<file path="config.mk">
export PLATFORM = sky130hd
export DESIGN_NAME = attempt_controller
export DESIGN_NICKNAME = d
export VERILOG_FILES = /design/src/rtl/attempt_controller.sv
export SDC_FILE = /design/constraint.sdc
export NUM_CORES = 1
export LEC_CHECK = 0
export CORE_ASPECT_RATIO = 1.4
export CORE_MARGIN = 2
export CORE_UTILIZATION = 63
export CTS_BUF_LIST = sky130_fd_sc_hd__clkbuf_8 sky130_fd_sc_hd__clkbuf_16
export CTS_CLUSTER_SIZE = 10
export DETAILED_ROUTE_END_ITERATION = 12
export PLACE_DENSITY = 0.84
export SLEW_MARGIN = 25
export SYNTH_ARGS = -nofsm -noshare
export SYNTH_HDL_FRONTEND = slang
export SYNTH_SLANG_ARGS = --single-unit
</file>
<file path="constraint.sdc">
create_clock -name clk -period 4.6 [get_ports clk]
set_input_delay 1.15 -clock clk [delete_from_list [all_inputs] [get_ports clk]]
set_output_delay 1.15 -clock clk [all_outputs]
set_load 0.01 [all_outputs]
</file>
<file path="src/rtl/attempt_controller.sv">
// attempt_controller: sequences guesses through the key checker.
// Re-arms the checker (chk_rst) before every attempt, collects the
// pass/fail verdict, counts consecutive failures, enforces a timed
// lockout after MAX_FAILS failures and holds UNLOCKED until relock.
// All outputs are registered and change on the same edge as the state.
module attempt_controller #(
  parameter int unsigned ARM_CYCLES       = 16,
  parameter int unsigned FAIL_SHOW_CYCLES = 25_000_000,
  parameter int unsigned LOCKOUT_CYCLES   = 250_000_000,
  parameter int unsigned MAX_FAILS        = 3,
  parameter int unsigned ATTEMPT_TIMEOUT  = 0,
  parameter int unsigned CNT_W            = 32,
  parameter int unsigned FAIL_W           = 4
) (
  input  logic              clk,
  input  logic              rst_n,
  input  logic              relock,
  input  logic              chk_success,
  input  logic              chk_fail,
  output logic              chk_rst,
  output logic              unlocked,
  output logic              fail_led,
  output logic              locked_out,
  output logic [FAIL_W-1:0] fail_count,
  output logic [2:0]        state_dbg
);

  typedef enum logic [2:0] {
    ARM       = 3'd0,
    ACTIVE    = 3'd1,
    FAIL_HOLD = 3'd2,
    LOCKOUT   = 3'd3,
    UNLOCKED  = 3'd4
  } state_e;

  // Terminal counter values: each timed state lasts exactly N cycles,
  // counting 0..N-1 from the cycle it is entered.
  localparam logic [CNT_W-1:0] ARM_LAST  = CNT_W'(ARM_CYCLES - 1);
  localparam logic [CNT_W-1:0] SHOW_LAST = CNT_W'(FAIL_SHOW_CYCLES - 1);
  localparam logic [CNT_W-1:0] LOCK_LAST = CNT_W'(LOCKOUT_CYCLES - 1);
  localparam logic [CNT_W-1:0] TO_LAST   =
    CNT_W'((ATTEMPT_TIMEOUT == 0) ? 0 : ATTEMPT_TIMEOUT - 1);
  localparam logic [CNT_W-1:0] CNT_SAT   = '1;
  localparam logic [FAIL_W-1:0] FAIL_MAX = FAIL_W'(MAX_FAILS);
  localparam bit               TO_EN     = (ATTEMPT_TIMEOUT != 0);

  state_e            state_q, state_d;
  logic [CNT_W-1:0]  cnt_q, cnt_d;
  logic [FAIL_W-1:0] fail_q, fail_d;
  logic [FAIL_W-1:0] nf;
  logic              timeout_hit;

  logic chk_rst_q, chk_rst_d;
  logic unlocked_q, unlocked_d;
  logic fail_led_q, fail_led_d;
  logic locked_out_q, locked_out_d;

  // Saturating failure increment: never exceeds MAX_FAILS.
  assign nf = (fail_q >= FAIL_MAX) ? FAIL_MAX : fail_q + FAIL_W'(1);

  // Timeout fires on the last allowed ACTIVE cycle; a verdict in the
  // same cycle is handled first by the next-state logic.
  assign timeout_hit = TO_EN && (cnt_q >= TO_LAST);

  // State, counter, failure count and registered output flags.
  always_ff @(posedge clk or negedge rst_n) begin
    if (!rst_n) begin
      state_q      <= ARM;
      cnt_q        <= '0;
      fail_q       <= '0;
      chk_rst_q    <= 1'b1;
      unlocked_q   <= 1'b0;
      fail_led_q   <= 1'b0;
      locked_out_q <= 1'b0;
    end else begin
      state_q      <= state_d;
      cnt_q        <= cnt_d;
      fail_q       <= fail_d;
      chk_rst_q    <= chk_rst_d;
      unlocked_q   <= unlocked_d;
      fail_led_q   <= fail_led_d;
      locked_out_q <= locked_out_d;
    end
  end

  // Next state and failure count; checker verdicts only matter in ACTIVE,
  // which discards sticky verdicts left over from a previous attempt.
  always_comb begin
    state_d = state_q;
    fail_d  = fail_q;
    unique case (state_q)
      ARM: begin
        if (cnt_q >= ARM_LAST) state_d = ACTIVE;
      end
      ACTIVE: begin
        if (chk_success) begin
          state_d = UNLOCKED;
          fail_d  = '0;
        end else if (chk_fail || timeout_hit) begin
          fail_d  = nf;
          state_d = (nf == FAIL_MAX) ? LOCKOUT : FAIL_HOLD;
        end
      end
      FAIL_HOLD: begin
        if (cnt_q >= SHOW_LAST) state_d = ARM;
      end
      LOCKOUT: begin
        if (cnt_q >= LOCK_LAST) begin
          state_d = ARM;
          fail_d  = '0;
        end
      end
      UNLOCKED: begin
        if (relock) state_d = ARM;
      end
      default: begin
        state_d = ARM;
      end
    endcase
  end

  // Cycle counter: clears on every state entry, otherwise counts up and
  // parks at all-ones rather than wrapping.
  always_comb begin
    cnt_d = cnt_q;
    if (state_d != state_q) begin
      cnt_d = '0;
    end else if (cnt_q != CNT_SAT) begin
      cnt_d = cnt_q + CNT_W'(1);
    end
  end

  // Output flags decoded from the next state so they register together
  // with it; the checker is held in reset everywhere except ACTIVE.
  always_comb begin
    chk_rst_d    = 1'b1;
    unlocked_d   = 1'b0;
    fail_led_d   = 1'b0;
    locked_out_d = 1'b0;
    unique case (state_d)
      ACTIVE:    chk_rst_d    = 1'b0;
      FAIL_HOLD: fail_led_d   = 1'b1;
      LOCKOUT:   locked_out_d = 1'b1;
      UNLOCKED:  unlocked_d   = 1'b1;
      default:   chk_rst_d    = 1'b1;
    endcase
  end

  assign chk_rst    = chk_rst_q;
  assign unlocked   = unlocked_q;
  assign fail_led   = fail_led_q;
  assign locked_out = locked_out_q;
  assign fail_count = fail_q;
  assign state_dbg  = state_q;

endmodule

</file>
==> impl_metrics.yaml <==
worst_setup_path:
  worst-r2r-cell-count: 7
  worstPathRequired_ps: 4790
  critPathCaptureType: "flop"
  ff2ff_setup_slack_ps: 1440
  crit_path_max_fanout: 17
  crit_path_cell_trace: "nor4_1 > nand2_1 > or4_1 > o211ai_1 > o31a_1 > buf_4 > nor3_1"
  r2r_end: "cnt_q[12]$_DFFE_PN0P_"
  cp-start-kind: "flop"
  cp_data_arrival_time_ps: 3340
  timing.critical_path.slowest_stage_cell: "o31a_1"
  timing.setup.critical_path_class: "flop to flop"
  critPathLaunch: "cnt_q[31]$_DFFE_PN0P_"
  cp_slowest_stage_delay_ps: 630
  crit-reg2reg-launch: "cnt_q[31]$_DFFE_PN0P_"
worst_hold_path:
  timing.hold.worst.start: "fail_count[3]$_DFFE_PN0P_"
  hold_end: "fail_count[3]$_DFFE_PN0P_"
  hold-path-cell-count: 1
  kind_of_path_behind_the_tightest_hold_check: "flop to flop"
grt:
  globalRouteTotalUtil_pct: 26.0
  overflow: 0
  grt_first_pass_wirelength_mm: 9.08
  first_global_vias: 1948
  number_of_antenna_violations_at_the_first_check_in_global_routing: 0
  grt_start_max_net_pins: 44
job:
  maxCapViolations: 0
synthesis:
  synthTopCellsByArea: "dfrtp_1, xnor2_1, nor2_1, nand2_1, nand3_1"
  postSynthCellCount: 280
  synth.cell_area_mm2: 0.00244
  top_cell_types_by_occurrence_after_synthesis: "nor2_1, dfrtp_1, xnor2_1"
  post-synth-top-count-cell: "nor2_1"
  yosys_most_used_dff: "dfrtp_1"
  synth_top_area_cell: "dfrtp_1"
  syn_nets: 287
  yosysTopAreaCellShare_pct: 43.1
  synth-edff-count: 0
  average_size_of_a_mapped_cell_um2: 8.70
  synth_cell_types: 44
  synth_async_sr_flop_share_pct: 100
  synth_sequential_area_ratio_pct: 44.2
  yosys_register_bits: 43
  synth_warnings: 0
power:
  power.static_leakage_nw: 1.14
  vdd_drop_max_v: 0.000399
  power_per_cell_area_mw_per_mm2: 423
  total_power_w: 0.00113
clock_tree:
  hold_buffers: 0
  clk_pin_slew_ps: 80
  clock_path_buffers: 2
  post_cts_buffers: 0
  cts.sink_count: 43
  clk-insertion-delay-late_ps: 300
  cts-buffers-inserted: 5
  htree_num_levels: 2
  clock-root-buffer: "clkbuf_8"
  cts-resized-gates: 0
  tritoncts: "done"
route:
  drt_iter0_markers: 143
  finalWirelength_mm: 5.18
  drc_errors: 0
  routed-via-count: 2077
  postRouteAntennaNets: 0
  route.detailed.wl_per_inst_um: 15.7
  vias_per_cell: 6.29
  detailedRoute.firstPassIterationCount: 4
die:
  row_count: 26
  die_area_mm2: 0.00439
  die_width_um: 56.6
  core-area_mm2: 0.00368
  floorplan.initialDensity_pct: 66.3
  die_h_um: 77.6
  num_io_pins: 16
layout:
  num-nets-final: 294
  synthToLayoutAreaGrowth_pct: 9.66
  n_antenna_cell: 0
  post_route_cells_drive_above_1_share_pct: 4.51
timing:
  setup-violations-final: 0
  worst_pin_slew_ps: 969
  fmax_mhz: 317
  maxSlewViolCount: 0
  rsz0062_at_grt: "false"
  number_of_failing_hold_endpoints_at_the_final_stage: 0
  timing.slew.headroom_pct: 34.8
  setup_total_negative_slack_ps: 0
  period_needed_ps: 3160
  final_min_period_over_clock_period_pct: 68.6
  fin_skew_ps: 3.16
placed_design:
  dp_hpwl_mm: 3.56
  globalplace.congestion: 0.915
  i_o_buffers: 15
outcome:
  outcome: "finished clean"
==> stage by stage <==
| stage | hold slack [ps] | cell area (µm²) | utilization, % | setup WS (ps) | instances |
|---|---|---|---|---|---|
| 3_5_place_dp | 549 | 2550 | 69.4 | 1420 | 322 |
| 4_1_cts | 567 | 2670 | 72.6 | 1480 | 330 |
| 5_1_grt | 600 | 2670 | 72.7 | 1150 | 330 |
| 2_1_floorplan | 524 | 2440 | - | 2200 | 280 |
| 6_report | 566 | 2670 | 72.7 | 1440 | 330 |
| 3_3_place_gp | 543 | 2550 | 69.4 | 1460 | 322 |
==> registers in the layout, indices dropped and copies added, names as in the netlist <==
name        count
chk_rst         1
cnt_q          32
fail_count      4
fail_led        1
locked_out      1
state_dbg       3
unlocked        1
==> kinds of logic after synthesis <==
family / after synthesis / share of synthesized area (%)
adder cells (fa/ha/maj): 2 / 1.03
flip-flops: 43 / 44.2
buffers and inverters: 19 / 4.16
XOR/XNOR: 29 / 10.4
AND/OR/NAND/NOR: 161 / 32.3
AO/OA/AOI/OAI: 25 / 7.45
multiplexers: 1 / 0.411
==> worst max-delay path by stage <==
stage | depth (start not counted) | end | slack [ps]
detailed placement | 6 | cnt_q[12]$_DFFE_PN0P_ | 1420
global route | 7 | cnt_q[12]$_DFFE_PN0P_ | 1150
floorplan | 7 | cnt_q[0]$_DFFE_PN0P_ | 2200
global placement | 6 | cnt_q[6]$_DFFE_PN0P_ | 1460
CTS | 7 | cnt_q[12]$_DFFE_PN0P_ | 1480
finish | 7 | cnt_q[12]$_DFFE_PN0P_ | 1440
==> area by class of cell <==
type / instances / area, µm²
flip-flops and latches: 43 / 1080
multi-input cells: 218 / 1260
inverters: 3 / 11.3
clock inverters: 2 / 35.0
clock buffers: 6 / 82.6
repair buffers: 16 / 155
fillers: 287 / 1000
well taps: 42 / 52.6
==> routing by layer <==
layer	vias up	track usage [%]	share of wire (%)
li1	997	-	-
met1	983	31.8	41
met2	80	44.0	51
met3	17	5.17	5.1
met4	0	11.2	3.0
met5	-	0	0
==> placed cells by master, fill, tap and decap left out, types with 4 or more instances in the layout <==
cell type,count
dfrtp_1,42
nor2b_1,4
nor4_1,12
nor3_1,16
o21ai_0,5
nand4_1,9
xnor2_1,28
clkdlybuf4s50_1,14
nor2_1,58
clkbuf_8,6
nand2_1,24
nand3_1,17
and3_1,6
==> critical path: cells and delay by family, from the launching register on <==
kind,cells,cell delay [ps]
and+or+nand+nor,4,1280
AOI/OAI and AO/OA,2,1010
DFF,1,410
buffers and inverters,1,330
==> power breakdown <==
part	leakage [nW]	switching [W]	internal [W]
Sequential	0.588	0.0000519	0.000424
Combinational	0.492	0.000211	0.000142
Clock	0.0612	0.000126	0.000176
Note: power is estimated with default switching activity, not from simulation.
